$ cat src/rtl/lif_pkg.sv
// Shared definitions for the spike decoding blocks: FSM state type,
// default widths and a saturating-increment helper.
// Optional build macro used by spike_rate_decoder: SPIKE_DECODE_SMOOTH_EN.
package lif_pkg;

   typedef enum logic {
      ST_IDLE  = 1'b0,
      ST_COUNT = 1'b1
   } lif_state_e;

   localparam int unsigned LIF_WIN_LOG2 = 8;
   localparam int unsigned LIF_CNT_W    = 8;
   localparam int unsigned LIF_ISI_W    = 8;

   // Increment val_i by one when inc_i is set, clamping at max_i.
   // Operands are zero-extended to 32 bits by the caller and the result
   // is cast back down to the counter width at the call site.
   function automatic logic [31:0] sat_inc(input logic [31:0] val_i,
                                           input logic [31:0] max_i,
                                           input logic        inc_i);
      logic [31:0] res;
      if (!inc_i) begin
         res = val_i;
      end else if (val_i >= max_i) begin
         res = max_i;
      end else begin
         res = val_i + 32'd1;
      end
      return res;
   endfunction

endpackage

$ cat src/rtl/spike_isi_meter.sv
// Inter-spike interval meter: measures cycles between consecutive spike
// edges while the decoder is active. The first edge after activation only
// arms the meter; every later edge reports the saturated interval.
module spike_isi_meter
   import lif_pkg::*;
#(
   parameter int unsigned ISI_W = LIF_ISI_W
) (
   input  logic             clk,
   input  logic             rst,
   input  logic             edge_i,
   input  logic             active_i,
   output logic [ISI_W-1:0] isi_o,
   output logic             isi_valid_o
);

   localparam logic [31:0] ISI_MAX = 32'((64'd1 << ISI_W) - 64'd1);

   logic [ISI_W-1:0] isi_cnt_q, isi_cnt_d;
   logic             seen_q, seen_d;
   logic [ISI_W-1:0] isi_q, isi_d;
   logic             isi_valid_q, isi_valid_d;
   logic [ISI_W-1:0] isi_inc;

   // Next-state computation for interval counter, arm flag and reported value.
   always_comb begin
      isi_inc     = ISI_W'(sat_inc(32'(isi_cnt_q), ISI_MAX, 1'b1));
      isi_cnt_d   = isi_cnt_q;
      seen_d      = seen_q;
      isi_d       = isi_q;
      isi_valid_d = 1'b0;
      if (active_i) begin
         if (edge_i) begin
            if (seen_q) begin
               isi_d       = isi_inc;
               isi_valid_d = 1'b1;
            end else begin
               isi_d       = isi_q;
               isi_valid_d = 1'b0;
            end
            isi_cnt_d = '0;
            seen_d    = 1'b1;
         end else begin
            isi_cnt_d = isi_inc;
         end
      end else begin
         isi_cnt_d = '0;
         seen_d    = 1'b0;
      end
   end

   // State registers; the reported interval holds across idle periods.
   always_ff @(posedge clk or posedge rst) begin
      if (rst) begin
         isi_cnt_q   <= '0;
         seen_q      <= 1'b0;
         isi_q       <= '0;
         isi_valid_q <= 1'b0;
      end else begin
         isi_cnt_q   <= isi_cnt_d;
         seen_q      <= seen_d;
         isi_q       <= isi_d;
         isi_valid_q <= isi_valid_d;
      end
   end

   assign isi_o       = isi_q;
   assign isi_valid_o = isi_valid_q;

endmodule

$ cat src/rtl/spike_rate_decoder.sv
// Spike rate decoder: counts spike rising edges over back-to-back windows of
// 2^WIN_LOG2 cycles and publishes the count per window, plus the interval
// between consecutive spikes via spike_isi_meter.
// Build option: define SPIKE_DECODE_SMOOTH_EN to publish a running
// round-half-up average of window counts instead of the raw count.
module spike_rate_decoder
   import lif_pkg::*;
#(
   parameter int unsigned WIN_LOG2 = LIF_WIN_LOG2,
   parameter int unsigned CNT_W    = LIF_CNT_W,
   parameter int unsigned ISI_W    = LIF_ISI_W
) (
   input  logic             clk,
   input  logic             rst,
   input  logic             en,
   input  logic             spike,
   output logic [CNT_W-1:0] rate_o,
   output logic             rate_valid_o,
   output logic             rate_sat_o,
   output logic [ISI_W-1:0] isi_o,
   output logic             isi_valid_o,
   output logic             active_o
);

   localparam logic [31:0] CNT_MAX = 32'((64'd1 << CNT_W) - 64'd1);

   lif_state_e          state_q;
   logic                spike_q;
   logic [WIN_LOG2-1:0] win_cnt_q;
   logic [CNT_W-1:0]    spk_cnt_q, spk_cnt_d;
   logic                sat_q, sat_d;
   logic [CNT_W-1:0]    rate_q, rate_d;
   logic                rate_sat_q;
   logic                rate_valid_q;
   logic                spk_edge;
   logic                win_last;
   logic                count_active;
`ifdef SPIKE_DECODE_SMOOTH_EN
   logic                first_q;
   logic [CNT_W:0]      avg_sum;
`endif

   // Edge detect and the closing count/saturation of the current window.
   always_comb begin
      spk_edge     = spike & ~spike_q;
      win_last     = (win_cnt_q == '1);
      count_active = (state_q == ST_COUNT);
      spk_cnt_d    = CNT_W'(sat_inc(32'(spk_cnt_q), CNT_MAX, spk_edge));
      sat_d        = sat_q | (spk_edge & (32'(spk_cnt_q) == CNT_MAX));
   end

`ifdef SPIKE_DECODE_SMOOTH_EN
   // Running average of window counts; the first window after idle loads raw.
   always_comb begin
      avg_sum = {1'b0, rate_q} + {1'b0, spk_cnt_d} + {{CNT_W{1'b0}}, 1'b1};
      if (first_q) begin
         rate_d = spk_cnt_d;
      end else begin
         rate_d = CNT_W'(avg_sum >> 1);
      end
   end
`else
   // Published value is the raw count of the closing window.
   always_comb begin
      rate_d = spk_cnt_d;
   end
`endif

   // Control FSM and window datapath: count edges, close windows, discard on idle.
   always_ff @(posedge clk or posedge rst) begin
      if (rst) begin
         state_q      <= ST_IDLE;
         spike_q      <= 1'b0;
         win_cnt_q    <= '0;
         spk_cnt_q    <= '0;
         sat_q        <= 1'b0;
         rate_q       <= '0;
         rate_sat_q   <= 1'b0;
         rate_valid_q <= 1'b0;
`ifdef SPIKE_DECODE_SMOOTH_EN
         first_q      <= 1'b1;
`endif
      end else begin
         spike_q      <= spike;
         rate_valid_q <= 1'b0;
         case (state_q)
            ST_IDLE: begin
               win_cnt_q <= '0;
               spk_cnt_q <= '0;
               sat_q     <= 1'b0;
`ifdef SPIKE_DECODE_SMOOTH_EN
               first_q   <= 1'b1;
`endif
               if (en) begin
                  state_q <= ST_COUNT;
               end else begin
                  state_q <= ST_IDLE;
               end
            end
            ST_COUNT: begin
               if (win_last) begin
                  // Closing cycle completes even if en is dropping now.
                  rate_q       <= rate_d;
                  rate_sat_q   <= sat_d;
                  rate_valid_q <= 1'b1;
                  win_cnt_q    <= '0;
                  spk_cnt_q    <= '0;
                  sat_q        <= 1'b0;
`ifdef SPIKE_DECODE_SMOOTH_EN
                  first_q      <= 1'b0;
`endif
               end else if (!en) begin
                  // Partial window is thrown away.
                  win_cnt_q <= '0;
                  spk_cnt_q <= '0;
                  sat_q     <= 1'b0;
               end else begin
                  win_cnt_q <= win_cnt_q + WIN_LOG2'(1);
                  spk_cnt_q <= spk_cnt_d;
                  sat_q     <= sat_d;
               end
               if (en) begin
                  state_q <= ST_COUNT;
               end else begin
                  state_q <= ST_IDLE;
               end
            end
            default: begin
               state_q <= ST_IDLE;
            end
         endcase
      end
   end

   spike_isi_meter #(
      .ISI_W (ISI_W)
   ) u_isi (
      .clk         (clk),
      .rst         (rst),
      .edge_i      (spk_edge),
      .active_i    (count_active),
      .isi_o       (isi_o),
      .isi_valid_o (isi_valid_o)
   );

   assign rate_o       = rate_q;
   assign rate_sat_o   = rate_sat_q;
   assign rate_valid_o = rate_valid_q;
   assign active_o     = count_active;

endmodule

$ cat config.mk
export PLATFORM = sky130hd
export DESIGN_NAME = spike_rate_decoder
export DESIGN_NICKNAME = d
export VERILOG_FILES = /design/src/rtl/lif_pkg.sv /design/src/rtl/spike_isi_meter.sv /design/src/rtl/spike_rate_decoder.sv
export SDC_FILE = /design/constraint.sdc
export NUM_CORES = 1
export LEC_CHECK = 0
export ABC_CLOCK_PERIOD_IN_PS = 2200
export BUFFER_PORTS_ARGS = -buffer_cell sky130_fd_sc_hd__buf_2
export CAP_MARGIN = 20
export CORE_ASPECT_RATIO = 1.75
export CORE_MARGIN = 5
export CORE_UTILIZATION = 42
export CTS_BUF_LIST = sky130_fd_sc_hd__clkbuf_4 sky130_fd_sc_hd__clkbuf_8 sky130_fd_sc_hd__clkbuf_16
export DETAILED_ROUTE_END_ITERATION = 16
export HOLD_SLACK_MARGIN = 0.06
export PLACE_DENSITY = 0.71
export RECOVER_POWER = 25
export SYNTH_ARGS = -nofsm -noshare
export SYNTH_HDL_FRONTEND = slang
export SYNTH_SLANG_ARGS = --single-unit
$ cat constraint.sdc
create_clock -name clk -period 2.2 [get_ports clk]
set_input_delay 0.33 -clock clk [delete_from_list [all_inputs] [get_ports clk]]
set_output_delay 0.33 -clock clk [all_outputs]
set_load 0.02 [all_outputs]
# Word level (Yosys, flattened, before mapping)
# Cells that the tools add are included.
[word_totals]
reg_bits = 47
input_bits = 4
output_inout_bits = 20
elab_cells = 49
[classes]
add_sub_neg = 3
magnitude_cmp = 2
n_eq_ne = 3
mux = 22
n_bitwise = 5
reduce_logical = 2
[op_table]
columns = ["op", "n"]
rows = [
  ["$mux 8", 9],
  ["$pmux 8 s2", 2],
  ["$add 8x1->8 const B", 3],
  ["$eq 8x8->1 const B", 2],
  ["$ge 8x8->1 const B", 2],
  ["$mux 1", 10],
  ["$reduce_and 3->1", 1],
  ["$and 1x1->1", 2],
  ["$ne 2x1->1 const B", 1],
  ["$not 1->1", 2],
  ["$pmux 1 s2", 1],
  ["$reduce_and 2->1", 1],
  ["$or 1x1->1", 1],
]

# Depth between registers and ports, before layout
# Gate-level depths: netlist of run 1.
[logic_depth]
depth_word = 7
mapped_depth = 6

# Modules after synthesis
# Synthesis of run 1 repeated with hierarchy kept, for this count alone.
[hier_totals]
cells_unflattened = 199
area_unflattened_um2 = 2089.5
[modules_own_cells]
columns = ["mod", "n_inst", "cells_each", "area_per_inst_um2"]
rows = [
  ["spike_rate_decoder", 1, 124, 1316.3],
  ["spike_isi_meter", 1, 75, 773.2],
]

# Worst setup path after synthesis of run 1
# No wires, ideal clock.
[synth_timing]
path_type = "register to register"
start = "reg spk_cnt_q[0]"
end = "reg rate_q[1], in the netlist rate_o[1]"
t_arrival_ns = 1.376
required_time_ns = 2.077
path_slack_ns = 0.701
path_stages_with_launch = 7
n_path_buf = 1
period_less_slack_ns = 1.499
path_cell_list = "dfrtp_1 -> ha_1 -> and4b_1 -> buf_2 -> and4_4 -> a211oi_2 -> o21ai_1"
[synth_between]
elab_chain_len = 3
elab_cells_between_ends = 4
cone_classes = "add/sub: 1; order compare: 1; mux: 2"
[synth_lines]
columns = ["element", "line_no", "source"]
rows = [
  ["start: declaration", "spike_rate_decoder.sv:30", "logic [CNT_W-1:0] spk_cnt_q, spk_cnt_d;"],
  ["start signal: assignment", "spike_rate_decoder.sv:119", "spk_cnt_q <= spk_cnt_d;"],
  ["$add 8x1->8 or $ge 8x8->1 (tied branches)", "lif_pkg.sv:27, lif_pkg.sv:24", ""],
  ["$mux 8 (*)", "lif_pkg.sv:24", "end else if (val_i >= max_i) begin"],
  ["$mux 8 (*)", "lif_pkg.sv:22", "if (!inc_i) begin"],
  ["end signal: assignment", "spike_rate_decoder.sv:103", "rate_q <= rate_d;"],
  ["end: declaration", "spike_rate_decoder.sv:32", "logic [CNT_W-1:0] rate_q, rate_d;"],
]
# Mark *: on every way between the ends. The rest lies on a longest branch, timed or not.
# A chain may end at the register's enable or synchronous reset.

# Worst setup path after layout of run 1
[layout_timing]
start = "reg win_cnt_q[0]"
end = "reg rate_q[2], in the netlist rate_o[2]"
[layout_between]
elab_chain_len = 2
[layout_lines]
columns = ["element", "line_no", "source"]
rows = [
  ["start: declaration", "spike_rate_decoder.sv:29", "logic [WIN_LOG2-1:0] win_cnt_q;"],
  ["start signal: assignment", "spike_rate_decoder.sv:118", "win_cnt_q <= win_cnt_q + WIN_LOG2'(1);"],
  ["$eq 8x8->1", "spike_rate_decoder.sv:46", "win_last = (win_cnt_q == '1);"],
  ["$reduce_and 2->1 (no line)", "-", ""],
]
# No other way between the ends.

==> impl_metrics.tcl, run 1 <==
set metrics [dict create \
    status "finished clean" \
    yosys-top-cells-count "dfrtp_1 (47), nor2_1 (30), nand2_1 (23)" \
    hold_viol_final 0 \
    end_kind "flip-flop" \
    cts_root_buf "clkbuf_8" \
    final_util 0.492 \
    final_nets 228 \
    yosys.area.top_type "dfrtp_1" \
    synth.most_common_cell "dfrtp_1" \
    ys_dominant_reg_cell "dfrtp_1" \
    cp.arrival_ns 1.93 \
    place_area_sq_mm 0.00218 \
    startpoint "win_cnt_q[0]$_DFF_PP0_" \
    cts_setup_buffers 0 \
    yosysWarningCount 0 \
    netlist.area_leader.share 0.585 \
    synth_area_leaders "dfrtp_1 (58%), nor2_1 (5.6%), nand2_1 (4.3%), o21ai_1 (3.2%), xor2_1 (2.6%)" \
    syn_area_sq_mm 0.00201 \
    relSlewSlack 0.257 \
    drive_gt1_frac 0.194 \
    grt_antenna_before_repair 0 \
    wl_microns 3570 \
    numPortBuffers 23 \
    regToRegStartpoint "win_cnt_q[0]$_DFF_PP0_" \
    synth_nets 202 \
    vias 1423 \
    path_buf_inv 1 \
    grt_max_degree 48 \
    hold_end "active_o$_DFF_PP0_" \
    slowest_stage "dfrtp_1" \
    r2r_cells 5 \
    cp-start-kind "flip-flop" \
    drtIter0Drc 20 \
    grt.overflow.total 0 \
    dieHeight_microns 102 \
    place_hpwl_microns 2680 \
    worstPathRequired_ns 2.40 \
    finalCritPeriodShare 0.789 \
    ir_drop_uv 483 \
    postRouteAntennaNets 0 \
    rsz0062_at_grt "false" \
    vias_per_cell 5.19 \
    crit_path_max_incr_delay_ns 0.40 \
    place_congestion 0.795 \
    min_path_type "input port to flip-flop" \
    drc_errors 0 \
    grt.total_usage 0.120 \
    crit_chain "ha_1 -> and4_1 -> nand3_2 -> inv_2 -> mux2_2" \
    cts_buffer_depth 2 \
    coreArea_sq_mm 0.00467 \
    min_period_ns 1.74 \
    total_power_mw 1.64 \
    clock-sinks 47 \
    setup_viol_count_final 0 \
    stdcell_area_sq_mm 0.00229 \
    h-tree-depth 2 \
    dpl.cell_count 265 \
    async_reset_ff_frac 1.00 \
    numCtsBuffers 5 \
    clkLatencyLatePin_ns 0.30 \
    ios 24 \
    start_util 0.431 \
    firstDrtPassIters 4 \
    whs_path_depth 1 \
    powerDensity_mw_per_mm2 713 \
    syn_avg_cell_area_sq_um 10.3 \
    grt_pass1_wl_microns 6100 \
    die_x_microns 62.3 \
    critPathKind "flip-flop to flip-flop" \
    clkTransAtPathRegs_ns 0.09 \
    syn_inst 195 \
    rows 33 \
    cts_tree "built" \
    diodes 0 \
    crit_family "simple AND/OR/NAND/NOR gates" \
    worst-r2r-setup-slack_ns 0.46 \
    area_growth_pct 14.0 \
    tightest_slew_ns 1.12 \
    yosysSeqAreaShare 0.585 \
    synth-edff-count 0 \
    maxCapViolations 0 \
    ys_ff_latch 47 \
    maxSlewViolCount 0 \
    worstHoldStart "en" \
    fmax_mhz 576 \
    synth.distinct_cells 36 \
    fin_tns_setup_ns 0 \
    die_area_sq_mm 0.00633 \
    grt_pass1_vias 1385 \
    routedWlPerCell_microns 13.0 \
    fin_cells 274 \
    p_leak_nw 1.09 \
    crit_fanout 14 \
    timing.rr.end "rate_o[2]$_DFFE_PP0P_" \
    skew_ns 0.00822 \
]
-- worst max path at each step --
stage	end	slack [ns]	cells past startpoint
finish	rate_o[2]$_DFFE_PP0P_	0.46	5
global placement	rate_o[2]$_DFFE_PP0P_	0.52	5
floorplan	rate_o[1]$_DFFE_PP0P_	0.70	6
CTS	rate_o[2]$_DFFE_PP0P_	0.45	5
detailed placement	rate_o[2]$_DFFE_PP0P_	0.46	5
global route	rate_o[2]$_DFFE_PP0P_	0.32	5
-- logic make-up (layout without fill, tap and decap cells) --
family,count (synthesis),in the layout,share of synthesized area
adders and majority gates,3,3,0.0187
buffers and inverters,12,39,0.0274
AOI/OAI and AO/OA,31,31,0.0889
muxes,4,4,0.0205
DFF,47,47,0.585
xor gates and xnor gates,10,10,0.0435
and+or+nand+nor,88,88,0.216
-- cell type report --
cell class                      instances  area [sq um]
Inverter                                5          18.8
Timing Repair Buffer                   26           136
Sequential cell                        47          1180
Tap cell                               52          65.1
Fill cell                             441          2370
Clock buffer                            5          68.8
Clock inverter                          3          47.5
Multi-Input combinational cell        136           781
-- where the power goes --
part | internal [mW] | switching, mW | total (mW)
sequential | 0.883 | 0.0135 | 0.896
combinational | 0.0278 | 0.0616 | 0.0894
clock | 0.345 | 0.306 | 0.650
-- sequential cells by signal, indices dropped and copies added (netlist names) --
name               count
active_o               1
rate_o                 8
rate_sat_o             1
rate_valid_o           1
sat_q                  1
spike_q                1
spk_cnt_q              8
u_isi.isi_cnt_q        8
u_isi.isi_o            8
u_isi.isi_valid_o      1
u_isi.seen_q           1
win_cnt_q              8
-- per-layer routing --
layer	GRT usage	up-vias	part of all wire
met1	0.130	682	0.40
met5	0	-	0
met3	0.0322	7	0.039
met4	0.0621	0	0.023
li1	-	712	-
met2	0.212	22	0.54
-- metrics by stage --
stage	hold slack, ns	setup WS, ns
final	0.142	0.465
after global routing	0.123	0.320
after CTS	0.128	0.454
after detailed placement	0.383	0.461
after global placement	0.379	0.523
after floorplan	0.361	0.701
-- what timing repair did --
action / 4_1_cts / 5_1_grt
hold buffers: 1 / 0
hold endpoints to repair: 47 / 0
resized for setup: 0 / 0
endpoints found under the setup margin: 0 / 0
-- cell usage in the layout, fill, tap and decap left out, types with 4 or more instances in the layout --
master	count
a21oi_1	10
buf_2	22
clkbuf_8	5
dfrtp_1	47
nand2_1	23
nand3_1	7
nor2_1	30
nor2b_1	4
nor3_1	4
o21ai_1	13
xnor2_1	4
xor2_1	6
Note: power is estimated with default switching activity, not from simulation.
==> run 2: changes to the inputs <==
- ABC_AREA: default -> 1
- ABC_CLOCK_PERIOD_IN_PS: 2200 -> 1800
- PLACE_DENSITY: 0.71 -> 0.7
- clock period: 2.2 -> 1.8 ns (I/O delays scaled with it)
==> run 2 against run 1 <==
  * Routed wire length increased by 12%
  * Die area grew 7.6%
  * First-iteration DRC count rose to 3.3 times the previous value
  * Total power grew 16%
==> impl_metrics.tcl, run 2 <==
set metrics [dict create \
    ys_ff_latch 47 \
    crit_chain "inv_2 -> nand2_4 -> clkinvlp_2 -> nand4_2 -> nand3_1 -> and2_1" \
    end_kind "flip-flop" \
    relSlewSlack 0.454 \
    tightest_slew_ns 0.819 \
    timing.rr.end "spk_cnt_q[7]$_DFF_PP0_" \
    wl_microns 4000 \
    fin_tns_setup_ns 0 \
    status "finished clean" \
    drive_gt1_frac 0.171 \
    synth.distinct_cells 32 \
    grt_pass1_vias 1650 \
    grt.overflow.total 0 \
    yosys-top-cells-count "nand2_1 (76), dfrtp_1 (47), nor2_1 (24)" \
    die_area_sq_mm 0.00681 \
    synth.most_common_cell "nand2_1" \
    fill_cells 501 \
    grt_max_degree 28 \
    clkTransAtPathRegs_ns 0.09 \
    die_x_microns 64.6 \
    p_leak_nw 1.21 \
    cp-start-kind "flip-flop" \
    yosysSeqAreaShare 0.538 \
    vias 1631 \
    async_reset_ff_frac 1.00 \
    netlist.area_leader.share 0.538 \
    worstHoldStart "en" \
    syn_avg_cell_area_sq_um 8.68 \
    ios 24 \
    area_growth_pct 11.4 \
    cts_buffer_depth 2 \
    layout_commonest_cell "nand2_1" \
    place_hpwl_microns 3050 \
    vias_per_cell 4.87 \
    syn_area_sq_mm 0.00219 \
    dieHeight_microns 105 \
    critPathKind "flip-flop to flip-flop" \
    numPortBuffers 23 \
    hold_end "active_o$_DFF_PP0_" \
    skew_ns 0.00743 \
    clock-sinks 47 \
    synth-edff-count 0 \
    cts_root_buf "clkbuf_8" \
    multi_input_area_sq_um 841 \
    hold_viol_final 0 \
    maxCapViolations 0 \
    cts_setup_buffers 0 \
    synth_nets 259 \
    r2r_cells 6 \
    min_path_type "input port to flip-flop" \
    grt.total_usage 0.129 \
    postRouteAntennaNets 0 \
    grt_pass1_wl_microns 6970 \
    drc_errors 0 \
    clkLatencyLatePin_ns 0.30 \
    worstPathRequired_ns 2.00 \
    setup_viol_count_final 0 \
    diodes 0 \
    path_buf_inv 2 \
    maxSlewViolCount 0 \
    grt_antenna_before_repair 0 \
    yosysWarningCount 0 \
    regToRegStartpoint "spike_q$_DFF_PP0_" \
    firstDrtPassIters 4 \
    mostFrequentLayoutCells "nand2_1 (76), dfrtp_1 (47), nor2_1 (24)" \
    crit_path_max_incr_delay_ns 0.39 \
    drtIter0Drc 65 \
    slowest_stage "nand4_2" \
    yosys.area.top_type "dfrtp_1" \
    final_nets 287 \
    rows 34 \
    syn_inst 252 \
    finalCritPeriodShare 0.892 \
    whs_path_depth 1 \
    start_util 0.436 \
    routedWlPerCell_microns 11.9 \
    place_congestion 0.885 \
    worst-r2r-setup-slack_ns 0.19 \
    ys_dominant_reg_cell "dfrtp_1" \
    cp.arrival_ns 1.80 \
    crit_family "simple AND/OR/NAND/NOR gates" \
    numCtsBuffers 5 \
    powerDensity_mw_per_mm2 781 \
    rsz0062_at_grt "false" \
    ir_drop_uv 539 \
    coreArea_sq_mm 0.00502 \
    fmax_mhz 623 \
    cts_tree "built" \
    synth_area_leaders "dfrtp_1 (54%), nand2_1 (13%), nor2_1 (4.1%), inv_1 (3.9%), nand3_1 (3.9%)" \
    crit_fanout 13 \
    min_period_ns 1.61 \
    register_area_sq_mm 0.00118 \
    h-tree-depth 2 \
    total_power_mw 1.90 \
]
[run 2: cell types whose count changed after synthesis, sizes merged, moves of 4 or more]
cell   change
nor2b      -4
inv       +22
a31oi      +4
nand3      +9
o21ai     -10
nand2     +56
[run 2: metal layers]
metal	track usage	wire, microns	up-vias
met2	0.233	2190	25
met3	0.0266	129	4
li1	-	-	850
met5	0	0	-
met1	0.138	1640	752
met4	0.0651	44	0
[run 2: worst max path at each step]
stage / from / endpoint / cells after the start
global route: win_cnt_q[0]$_DFF_PP0_ / rate_o[6]$_DFFE_PP0P_ / 7
global placement: win_cnt_q[0]$_DFF_PP0_ / rate_o[6]$_DFFE_PP0P_ / 7
detailed placement: win_cnt_q[0]$_DFF_PP0_ / rate_o[6]$_DFFE_PP0P_ / 7
floorplan: rst / active_o$_DFF_PP0_ / 1
CTS: win_cnt_q[0]$_DFF_PP0_ / rate_o[6]$_DFFE_PP0P_ / 7
finish: spike_q$_DFF_PP0_ / spk_cnt_q[7]$_DFF_PP0_ / 6
[run 2: worst reg2reg max path, cell delays in order (launching register included)]
cell and delay (ns):
dfrtp_1 0.35, inv_2 0.06, nand2_4 0.07, clkinvlp_2 0.34
nand4_2 0.39, nand3_1 0.15, and2_1 0.16
[run 2: timing repair]
action	in CTS	in global routing
hold endpoints to repair	20	0
resized for setup	0	0
hold buffers	1	0
[run 2: power breakdown]
| part | leakage [nW] | switching [mW] | internal, mW | total, mW |
|---|---|---|---|---|
| combinational | 0.573 | 0.110 | 0.0527 | 0.163 |
| sequential | 0.592 | 0.0223 | 1.09 | 1.11 |
| clock | 0.0402 | 0.355 | 0.270 | 0.625 |
[run 2: cell type report]
class,instances,share of cell area
clock inverters,3,0.00822
repair buffers,26,0.0601
flip-flops and latches,47,0.483
multi-input cells,170,0.345
clock buffers,5,0.0282
well taps,54,0.0277
inverters,30,0.0478
[run 2: cell families after synthesis]
group           count (synthesis)  share of synthesized area
xor+xnor                        5                     0.0200
simple gates                  138                      0.284
fa+ha+maj                       3                     0.0172
compound gates                 24                     0.0635
flops                          47                      0.538
buf+inv                        35                     0.0778
[run 2: per-stage QoR]
step,cells,utilization,hold slack [ns],setup WS [ns],cell area [sq um]
2_1_floorplan,252,-,0.301,0.414,2190
3_3_place_gp,326,0.468,0.304,0.270,2350
6_report,335,0.485,0.0884,0.194,2440
3_5_place_dp,326,0.468,0.309,0.247,2350
5_1_grt,335,0.485,0.0784,0.0417,2440
4_1_cts,335,0.487,0.0775,0.225,2450
